--- src/rtl/mem_bus_arbiter.sv ---
// Two-master (fetch/data) to one-slave memory bus arbiter with registered outputs, alternating priority on conflict.
// Optional slave timeout with bus error reporting is built in when MEM_ARB_TIMEOUT_EN is defined.
module mem_bus_arbiter #(
    parameter int TIMEOUT_CYCLES = 255,
    parameter int TO_W           = 8
) (
    input  logic        clk,
    input  logic        rst,
    input  logic        i_req,
    input  logic [31:0] i_addr,
    output logic [31:0] i_rdata,
    output logic        i_ack,
    output logic        i_err,
    input  logic        d_req,
    input  logic        d_we,
    input  logic [31:0] d_addr,
    input  logic [31:0] d_wdata,
    input  logic [2:0]  d_width,
    output logic [31:0] d_rdata,
    output logic        d_ack,
    output logic        d_err,
    output logic        m_req,
    output logic        m_we,
    output logic [31:0] m_addr,
    output logic [31:0] m_wdata,
    output logic [2:0]  m_width,
    input  logic [31:0] m_rdata,
    input  logic        m_ack
);

    typedef enum logic [1:0] {IDLE, GNT_I, GNT_D, RESP} state_t;

    if (TO_W < 31 && (1 << TO_W) <= TIMEOUT_CYCLES) begin : g_bad_to_w
        $error("TO_W too narrow for TIMEOUT_CYCLES");
    end

    state_t      state_q, state_d;
    logic        last_d_q, last_d_d;
    logic        m_req_q, m_req_d;
    logic        m_we_q, m_we_d;
    logic [31:0] m_addr_q, m_addr_d;
    logic [31:0] m_wdata_q, m_wdata_d;
    logic [2:0]  m_width_q, m_width_d;
    logic [31:0] i_rdata_q, i_rdata_d;
    logic [31:0] d_rdata_q, d_rdata_d;
    logic        i_ack_q, i_ack_d;
    logic        d_ack_q, d_ack_d;

`ifdef MEM_ARB_TIMEOUT_EN
    localparam logic [TO_W-1:0] TO_LIMIT = TO_W'(TIMEOUT_CYCLES - 1);
    logic [TO_W-1:0] to_cnt_q, to_cnt_d;
    logic            i_err_q, i_err_d;
    logic            d_err_q, d_err_d;
`endif

    always_ff @(posedge clk or posedge rst) begin
        if (rst) begin
            state_q   <= IDLE;
            last_d_q  <= 1'b0;
            m_req_q   <= 1'b0;
            m_we_q    <= 1'b0;
            m_addr_q  <= '0;
            m_wdata_q <= '0;
            m_width_q <= '0;
            i_rdata_q <= '0;
            d_rdata_q <= '0;
            i_ack_q   <= 1'b0;
            d_ack_q   <= 1'b0;
`ifdef MEM_ARB_TIMEOUT_EN
            to_cnt_q  <= '0;
            i_err_q   <= 1'b0;
            d_err_q   <= 1'b0;
`endif
        end else begin
            state_q   <= state_d;
            last_d_q  <= last_d_d;
            m_req_q   <= m_req_d;
            m_we_q    <= m_we_d;
            m_addr_q  <= m_addr_d;
            m_wdata_q <= m_wdata_d;
            m_width_q <= m_width_d;
            i_rdata_q <= i_rdata_d;
            d_rdata_q <= d_rdata_d;
            i_ack_q   <= i_ack_d;
            d_ack_q   <= d_ack_d;
`ifdef MEM_ARB_TIMEOUT_EN
            to_cnt_q  <= to_cnt_d;
            i_err_q   <= i_err_d;
            d_err_q   <= d_err_d;
`endif
        end
    end

    always_comb begin
        state_d   = state_q;
        last_d_d  = last_d_q;
        m_req_d   = m_req_q;
        m_we_d    = m_we_q;
        m_addr_d  = m_addr_q;
        m_wdata_d = m_wdata_q;
        m_width_d = m_width_q;
        i_rdata_d = i_rdata_q;
        d_rdata_d = d_rdata_q;
        i_ack_d   = 1'b0;
        d_ack_d   = 1'b0;
`ifdef MEM_ARB_TIMEOUT_EN
        to_cnt_d  = to_cnt_q;
        i_err_d   = 1'b0;
        d_err_d   = 1'b0;
`endif
        case (state_q)
            IDLE: begin
`ifdef MEM_ARB_TIMEOUT_EN
                to_cnt_d = '0;
`endif
                // On conflict the master that did not win last time gets the bus.
                if (d_req && (!i_req || !last_d_q)) begin
                    state_d   = GNT_D;
                    last_d_d  = 1'b1;
                    m_req_d   = 1'b1;
                    m_we_d    = d_we;
                    m_addr_d  = d_addr;
                    m_wdata_d = d_wdata;
                    m_width_d = d_width;
                end else if (i_req) begin
                    state_d   = GNT_I;
                    last_d_d  = 1'b0;
                    m_req_d   = 1'b1;
                    m_we_d    = 1'b0;
                    m_addr_d  = i_addr;
                    m_wdata_d = '0;
                    m_width_d = 3'b010;
                end
            end
            GNT_I, GNT_D: begin
                if (m_ack) begin
                    m_req_d = 1'b0;
                    state_d = RESP;
                    if (state_q == GNT_D) begin
                        d_rdata_d = m_rdata;
                        d_ack_d   = 1'b1;
                    end else begin
                        i_rdata_d = m_rdata;
                        i_ack_d   = 1'b1;
                    end
                end
`ifdef MEM_ARB_TIMEOUT_EN
                else if (to_cnt_q == TO_LIMIT) begin
                    m_req_d = 1'b0;
                    state_d = RESP;
                    if (state_q == GNT_D) begin
                        d_rdata_d = '0;
                        d_ack_d   = 1'b1;
                        d_err_d   = 1'b1;
                    end else begin
                        i_rdata_d = '0;
                        i_ack_d   = 1'b1;
                        i_err_d   = 1'b1;
                    end
                end else begin
                    to_cnt_d = to_cnt_q + 1'b1;
                end
`endif
            end
            RESP: begin
                state_d = IDLE;
            end
            default: begin
                state_d = IDLE;
            end
        endcase
    end

    assign m_req   = m_req_q;
    assign m_we    = m_we_q;
    assign m_addr  = m_addr_q;
    assign m_wdata = m_wdata_q;
    assign m_width = m_width_q;
    assign i_rdata = i_rdata_q;
    assign d_rdata = d_rdata_q;
    assign i_ack   = i_ack_q;
    assign d_ack   = d_ack_q;
`ifdef MEM_ARB_TIMEOUT_EN
    assign i_err   = i_err_q;
    assign d_err   = d_err_q;
`else
    assign i_err   = 1'b0;
    assign d_err   = 1'b0;
`endif

endmodule

--- config.mk ---
export PLATFORM = sky130hd
export DESIGN_NAME = mem_bus_arbiter
export DESIGN_NICKNAME = d
export VERILOG_FILES = /design/src/rtl/mem_bus_arbiter.sv
export SDC_FILE = /design/constraint.sdc
export NUM_CORES = 1
export LEC_CHECK = 0
export CORE_UTILIZATION = 30
export CTS_CLUSTER_SIZE = 20
export DETAILED_ROUTE_END_ITERATION = 10
export PLACE_DENSITY = 0.6
export SYNTH_ARGS = -nofsm -noshare
export SYNTH_HDL_FRONTEND = slang
export SYNTH_SLANG_ARGS = --single-unit
export TNS_END_PERCENT = 20
--- constraint.sdc ---
create_clock -name clk -period 10.25 [get_ports clk]
set_clock_uncertainty 0.05 [all_clocks]
set_input_delay 2.05 -clock clk [delete_from_list [all_inputs] [get_ports clk]]
set_output_delay 2.05 -clock clk [all_outputs]
set_load 0.1 [all_outputs]
======== Word level (Yosys, flattened, before mapping) ========
Index checks and enable logic that the tools add are counted.
word-level totals
  output and inout bits ................... 137
  bits in registers ....................... 138
cells by class
  equal/unequal tests ..................... 5
  reduce and logical (&&, ||, !) cells .... 13
  bitwise logic cells ..................... 1
  mux-type cells .......................... 23
operator list
  kind                                                             number
  32-bit two-way mux                                               4
  1-bit two-way mux                                                12
  3-bit AND reduction                                              3
  2-bit two-way mux                                                3
  3-bit two-way mux                                                2
  2-bit one-hot mux with 3 select lines                            1
  2-bit == test, second input constant                             2
  2-bit AND reduction                                              2
  2-bit nonzero test                                               2
  3-bit inequality test, second input constant                     1
  2-bit by 1-bit == test with 1-bit output, second input constant  1
  1-bit logical NOT                                                2
  2-bit logical NOT                                                1
  2-bit inequality test, second input constant                     1
  1-bit one-hot mux with 2 select lines                            1
  2-bit OR reduction                                               1
  1-bit logical AND                                                1
  1-bit logical OR                                                 1
  1-bit inverter                                                   1

======== Depth between registers and ports, before layout ========
Gate-level depths: netlist (run 1).
  depth in word-level cells ............... 5
  mapped depth ............................ 7

======== Least setup slack after synthesis (run 1) ========
No wires, ideal clock.
  path type ............................... reg2out
  from .................................... reg m_req_q, in the netlist m_req
  to ...................................... out m_req
  path slack .............................. 7.238 ns
  stages on the path, launching flop included .. 1
  arrival time ............................ 0.912 ns
  path through ............................ dfrtp_1
RTL lines
  item                    line  source
  from (decl)             39    logic m_req_q, m_req_d;
  from (signal assigned)  77    m_req_q <= m_req_d;
  to (decl)               22    output logic m_req,
No word-level cell between the ends.

======== Final worst setup path (run 1) ========
  from .................................... in d_req
  to ...................................... reg m_wdata_q[21], in the netlist m_wdata[21]
on the way
  cells in the longest elaborated chain, start to end .. 3
  elaborated cells on any way between the ends .. 4
  classes of those cells .................. mux: 1; reduce/logical: 3
RTL lines
  item                                  line  source
  from (decl)                           14    input logic d_req,
  1-bit logical AND *                   117   if (d_req && (!i_req || !last_d_q)) begin
  2-bit nonzero test (no source line)   --
  2-bit AND reduction (no source line)  --
  to (signal assigned)                  80    m_wdata_q <= m_wdata_d;
  to (decl)                             42    logic [31:0] m_wdata_q, m_wdata_d;
Every way passes the cells marked *; elsewhere a longest branch is shown, timed or not.
A chain may end at the register's enable or synchronous reset.

==> impl_metrics.yaml, run 1 <==
timing:
  setup_ws_ps: 5708
  maxSlewHeadroom_pct: 14.42
  finalSetupTns_ps: 0
  worst_pin_slew_ps: 1284
  drv_slew: 0
  finalCriticalPeriod_ps: 4542
  fin_crit_sh_pct: 44.31
  max_clock_freq_mhz: 220.2
  rsz0062_at_grt: "no"
  setup_viol: 0
  hold_violations: 0
global_route:
  antenna_found_initial: 0
  grt.total_usage_pct: 17.14
  grt_max_degree: 81
  overflow: 0
  grt_pass1_wl_um: 24050
  grt_pass1_vias: 4654
status:
  status: "finished clean"
cells_and_area:
  post-route-util_pct: 51.04
  diodes: 0
  finalInstanceArea_sq_um: 8920
  area_delta_synth_final_pct: 64.11
  drive_gt1_share_pct: 14.85
  layout.nets: 835
route:
  first_pass_iters: 5
  via_per_inst: 4.679
  drt-initial-drc-count: 132
  wire_per_inst_um: 16.83
  via_count: 4361
  drtAntennaViolNets: 0
  drc_errors: 0
  wl_um: 15690
floorplanning:
  die_y_um: 136.6
  fp.dieArea_sq_um: 18660
  coreArea_sq_um: 17480
  initial_core_util_pct: 31.10
  num_rows: 48
  io_pins: 274
  die_w_um: 136.6
clocking:
  h-tree-depth: 4
  cts_sinks: 138
  ctsResizeCount: 0
  cts_tree: "yes"
  cts_made_buffers: 17
  cts_root_buffer: "clkbuf_16"
  path_clk_slew_ps: 60
  cts_setup_buffers: 0
  cts_hold_buffers: 0
  clockBufferDepth: 2
  clock_latency_ps: 410
critical_path:
  critPathMaxStageDelay_ps: 1100
  end_kind: "register"
  path_max_fanout: 36
  start_kind: "input port"
  crit_chain: "clkdlybuf4s50_1 > a21boi_4 > and2_1 > a22o_1"
  critPathSlowestCell: "and2_1"
  criticalPathCategory: "input port to register"
  worstPathArrival_ps: 4840
  required_ps: 10540
  crit_family: "simple AND/OR/NAND/NOR gates"
  worst-path-buf-inv: 1
synth:
  async_reset_ff_share_pct: 100.0
  synth_warnings: 0
  ys_types: 24
  synth-seq-cells: 138
  synth_cells: 427
  synth_area_sq_um: 5435
  synth_edf_count: 0
  ys_seq_area_share_pct: 63.54
  synth_ff_type: "dfrtp_1"
  synth.avg_cell_area_sq_um: 12.73
placed_design:
  dp_hpwl_um: 11120
  place.gp.congestion: 0.7667
  dpl_cell_area_sq_um: 8320
  port_buffers: 271
  dp_slack_ps: 5260
run:
  drv_cap: 0
min_path:
  hold_class: "register to register"
==> area by class of cell <==
| class | instances | area, sq um |
|---|---|---|
| fill | 1526 | 8557 |
| sequential | 138 | 3453 |
| timing repair buffer | 276 | 2750 |
| multi-input combinational | 255 | 1808 |
| clock buffer | 19 | 442.9 |
| tap | 225 | 281.5 |
| clock inverter | 13 | 156.4 |
| inverter | 6 | 27.53 |
==> kinds of logic after synthesis <==
| kind of cell | count (synthesis) | share of synthesized area, % |
|---|---|---|
| other | 1 | 0.06899 |
| AOI/OAI and AO/OA | 108 | 12.96 |
| DFF | 138 | 63.54 |
| and+or+nand+nor | 74 | 5.272 |
| buffers and inverters | 35 | 3.407 |
| adders and majority gates | 4 | 0.9208 |
| muxes | 67 | 13.84 |
==> metrics by stage <==
step,instances,hold slack [ps]
global placement,900,435.3
CTS,932,456.2
global route,932,472.3
detailed placement,900,441.3
floorplan,428,430.7
finish,932,453.1
==> synthesized netlist by cell type, drive strengths merged, types with 2 or more instances <==
library cell  count  share of area, %
nor2             35               2.4
inv               6              0.41
a21boi            2              0.48
ha                4              0.92
buf              22               2.5
nand2            36               2.5
mux2i             2              0.37
a21oi            66               6.1
dfrtp           138                64
a22o             35               5.6
mux2             65                13
clkbuf            7              0.48
==> flip-flops by register name, indices dropped and copies added, names as in the netlist <==
signal	flops
last_d_q	1
m_wdata	32
state_q	2
d_rdata	32
i_ack	1
i_rdata	32
d_ack	1
m_width	3
m_addr	32
m_req	1
m_we	1
==> routing by layer <==
| layer | vias to the layer above | part of all wire (%) | GRT usage, % |
|---|---|---|---|
| li1 | 2027 | - | - |
| met1 | 2105 | 40 | 19.47 |
| met2 | 210 | 47 | 28.29 |
| met3 | 19 | 11 | 8.111 |
| met4 | 0 | 1.8 | 5.556 |
| met5 | - | 0 | 0 |
==> cell usage in the layout, fill, tap and decap left out, drive strengths merged <==
| cell type | synthesis | routed |
|---|---|---|
| a21bo | 1 | 1 |
| a21boi | 2 | 2 |
| a21oi | 66 | 66 |
| a22o | 35 | 35 |
| and2 | 1 | 1 |
| buf | 22 | 5 |
| bufinv | 0 | 2 |
| clkbuf | 7 | 19 |
| clkdlybuf4s50 | 0 | 271 |
| clkinv | 0 | 2 |
| clkinvlp | 0 | 1 |
| conb | 1 | 2 |
| dfrtp | 138 | 138 |
| ha | 4 | 4 |
| inv | 6 | 14 |
| mux2 | 65 | 65 |
| mux2i | 2 | 2 |
| nand2 | 36 | 36 |
| nand3b | 1 | 1 |
| nor2 | 35 | 35 |
| nor2b | 1 | 1 |
| o21a | 1 | 1 |
| o21ai | 1 | 1 |
| o22a | 1 | 1 |
| o22ai | 1 | 1 |
==> final timing paths <==
check	startpoint	endpoint	slack, ps	cells past startpoint
min in group asynchronous	rst	m_wdata[26]	2020	2
worst min-delay path	i_rdata[19]	i_rdata[19]	450	1
worst min register to register	i_rdata[19]	i_rdata[19]	450	1
max in group asynchronous	rst	d_rdata[31]	6670	3
worst max register to register	last_d_q	m_wdata[21]	7540	3
worst max-delay path	d_req	m_wdata[21]	5710	4
==> worst reg2reg max path, delay by kind of cell (launching register included) <==
kind	cells	cell delay [ps]
AND/OR/NAND/NOR	1	1100
AO/OA/AOI/OAI	2	1070
flip-flops	1	420
Power of run 1 is left out: the tool's default activity adds up to more than one toggle a clock period on the data nets, which glitch-free logic cannot reach.
==> inputs of run 2 (changes only) <==
--- a/config.mk
+++ b/config.mk
@@ -8,7 +8,7 @@
 export CORE_UTILIZATION = 30
 export CTS_CLUSTER_SIZE = 20
 export DETAILED_ROUTE_END_ITERATION = 10
-export PLACE_DENSITY = 0.6
+export PLACE_DENSITY = 0.62
 export SYNTH_ARGS = -nofsm -noshare
 export SYNTH_HDL_FRONTEND = slang
 export SYNTH_SLANG_ARGS = --single-unit
==> constraint.sdc (replaced) <==
create_clock -name clk -period 3.85 [get_ports clk]
set_clock_uncertainty 0.05 [all_clocks]
set_input_delay 0.77 -clock clk [delete_from_list [all_inputs] [get_ports clk]]
set_output_delay 0.77 -clock clk [all_outputs]
set_load 0.1 [all_outputs]
==> run 2 against run 1 <==
Compared with the run above: via count is 0.73% higher; sequential cell count stayed put; register-to-register slack worse by 6000 ps; setup slack worse by 4600 ps; design area is 0.15% higher; critical path depth is 3 lower; cell count is 0.11% higher; critical endpoint is now m_req; clock-buffer cell count is 6 higher; routed wire length is 0.37% lower; non-clock buffer count is 2 higher; global-route usage is 0.16 points higher.
==> impl_metrics.yaml, run 2 (synthesis gave the netlist of run 1 again) <==
timing:
  max_clock_freq_mhz: 359.4
  maxSlewHeadroom_pct: 31.58
  drv_slew: 0
  hold_violations: 0
  finalCriticalPeriod_ps: 2782
  fin_crit_sh_pct: 72.26
  rsz0062_at_grt: "no"
  setup_viol: 0
  finalSetupTns_ps: 0
  worst_pin_slew_ps: 1023
cells_and_area:
  area_delta_synth_final_pct: 64.36
  fillers: 1517
  diodes: 0
  drive_gt1_share_pct: 14.41
  final_common_cell: "clkdlybuf4s50_1"
  final_cell_mix: "clkdlybuf4s50_1, dfrtp_1, a21oi_1, mux2_2, nand2_1"
  seqCellArea_sq_um: 3453
  multi_input_area_sq_um: 1808
  layout.nets: 837
status:
  status: "finished clean"
clocking:
  cts_root_buffer: "clkbuf_16"
  clock_latency_ps: 410
  cts_sinks: 138
  h-tree-depth: 4
  cts_made_buffers: 17
  cts_setup_buffers: 0
  clockBufferDepth: 2
  cts_tree: "yes"
  ctsResizeCount: 0
  path_clk_slew_ps: 50
  cts_hold_buffers: 0
critical_path:
  critPathMaxStageDelay_ps: 1170
  crit_family: "buffers and inverters"
  required_ps: 3030
  start_kind: "register"
  criticalPathCategory: "register to primary output"
  crit_chain: "clkdlybuf4s50_1"
  critPathSlowestCell: "clkdlybuf4s50_1"
  worst-path-buf-inv: 1
  worstPathArrival_ps: 1960
  end_kind: "primary output"
  path_max_fanout: 3
min_path:
  hold_class: "register to register"
floorplanning:
  die_w_um: 136.6
  coreArea_sq_um: 17480
  num_rows: 48
  initial_core_util_pct: 31.10
  fp.dieArea_sq_um: 18660
  die_y_um: 136.6
  io_pins: 274
global_route:
  grt.total_usage_pct: 17.30
  grt_pass1_wl_um: 24620
  grt_pass1_vias: 4693
  overflow: 0
  antenna_found_initial: 0
  grt_max_degree: 139
placed_design:
  dp_hpwl_um: 11060
  place.gp.congestion: 0.7703
  port_buffers: 271
route:
  first_pass_iters: 4
  via_per_inst: 4.708
  drt-initial-drc-count: 182
  drtAntennaViolNets: 0
  wl_um: 15630
  via_count: 4393
  drc_errors: 0
  wire_per_inst_um: 16.75
run:
  drv_cap: 0
==> run 2: final cells by class <==
class / count / area share [%]
tap: 225 / 3.151
timing repair buffer: 278 / 31.23
clock buffer: 25 / 5.434
inverter: 6 / 0.2941
sequential: 138 / 38.66
clock inverter: 6 / 0.9944
multi-input combinational: 255 / 20.24
==> run 2: metal layers <==
metal | GRT usage, % | share of wire, % | routed length (um)
met5 | 0 | 0 | 0
met1 | 20.07 | 40 | 6188
met2 | 28.31 | 48 | 7438
met3 | 7.444 | 11 | 1751
met4 | 6.296 | 1.6 | 252
==> run 2: stage by stage <==
step           hold slack [ps]  setup slack, ps  instances  utilization, %  instance area (sq um)
3_5_place_dp             440.0             1025        902           47.83                   8359
3_3_place_gp             436.5             1120        902           47.83                   8359
4_1_cts                  456.8             1025        933           51.12                   8934
2_1_floorplan            430.7             1309        428               -                   5443
5_1_grt                  464.3            996.2        933           51.12                   8934
6_report                 450.5             1068        933           51.12                   8934
==> run 2: worst paths after layout <==
check | start | end | slack [ps] | cells after the start
min | d_rdata[4] | d_rdata[4] | 450 | 1
max | m_req | m_req | 1070 | 1
max reg2reg | state_q[1] | i_rdata[9] | 1540 | 5
max in group asynchronous | rst | state_q[1] | 2330 | 3
min in group asynchronous | rst | d_rdata[1] | 900 | 3
min reg2reg | d_rdata[4] | d_rdata[4] | 450 | 1
Power of run 2 is left out for the same reason.
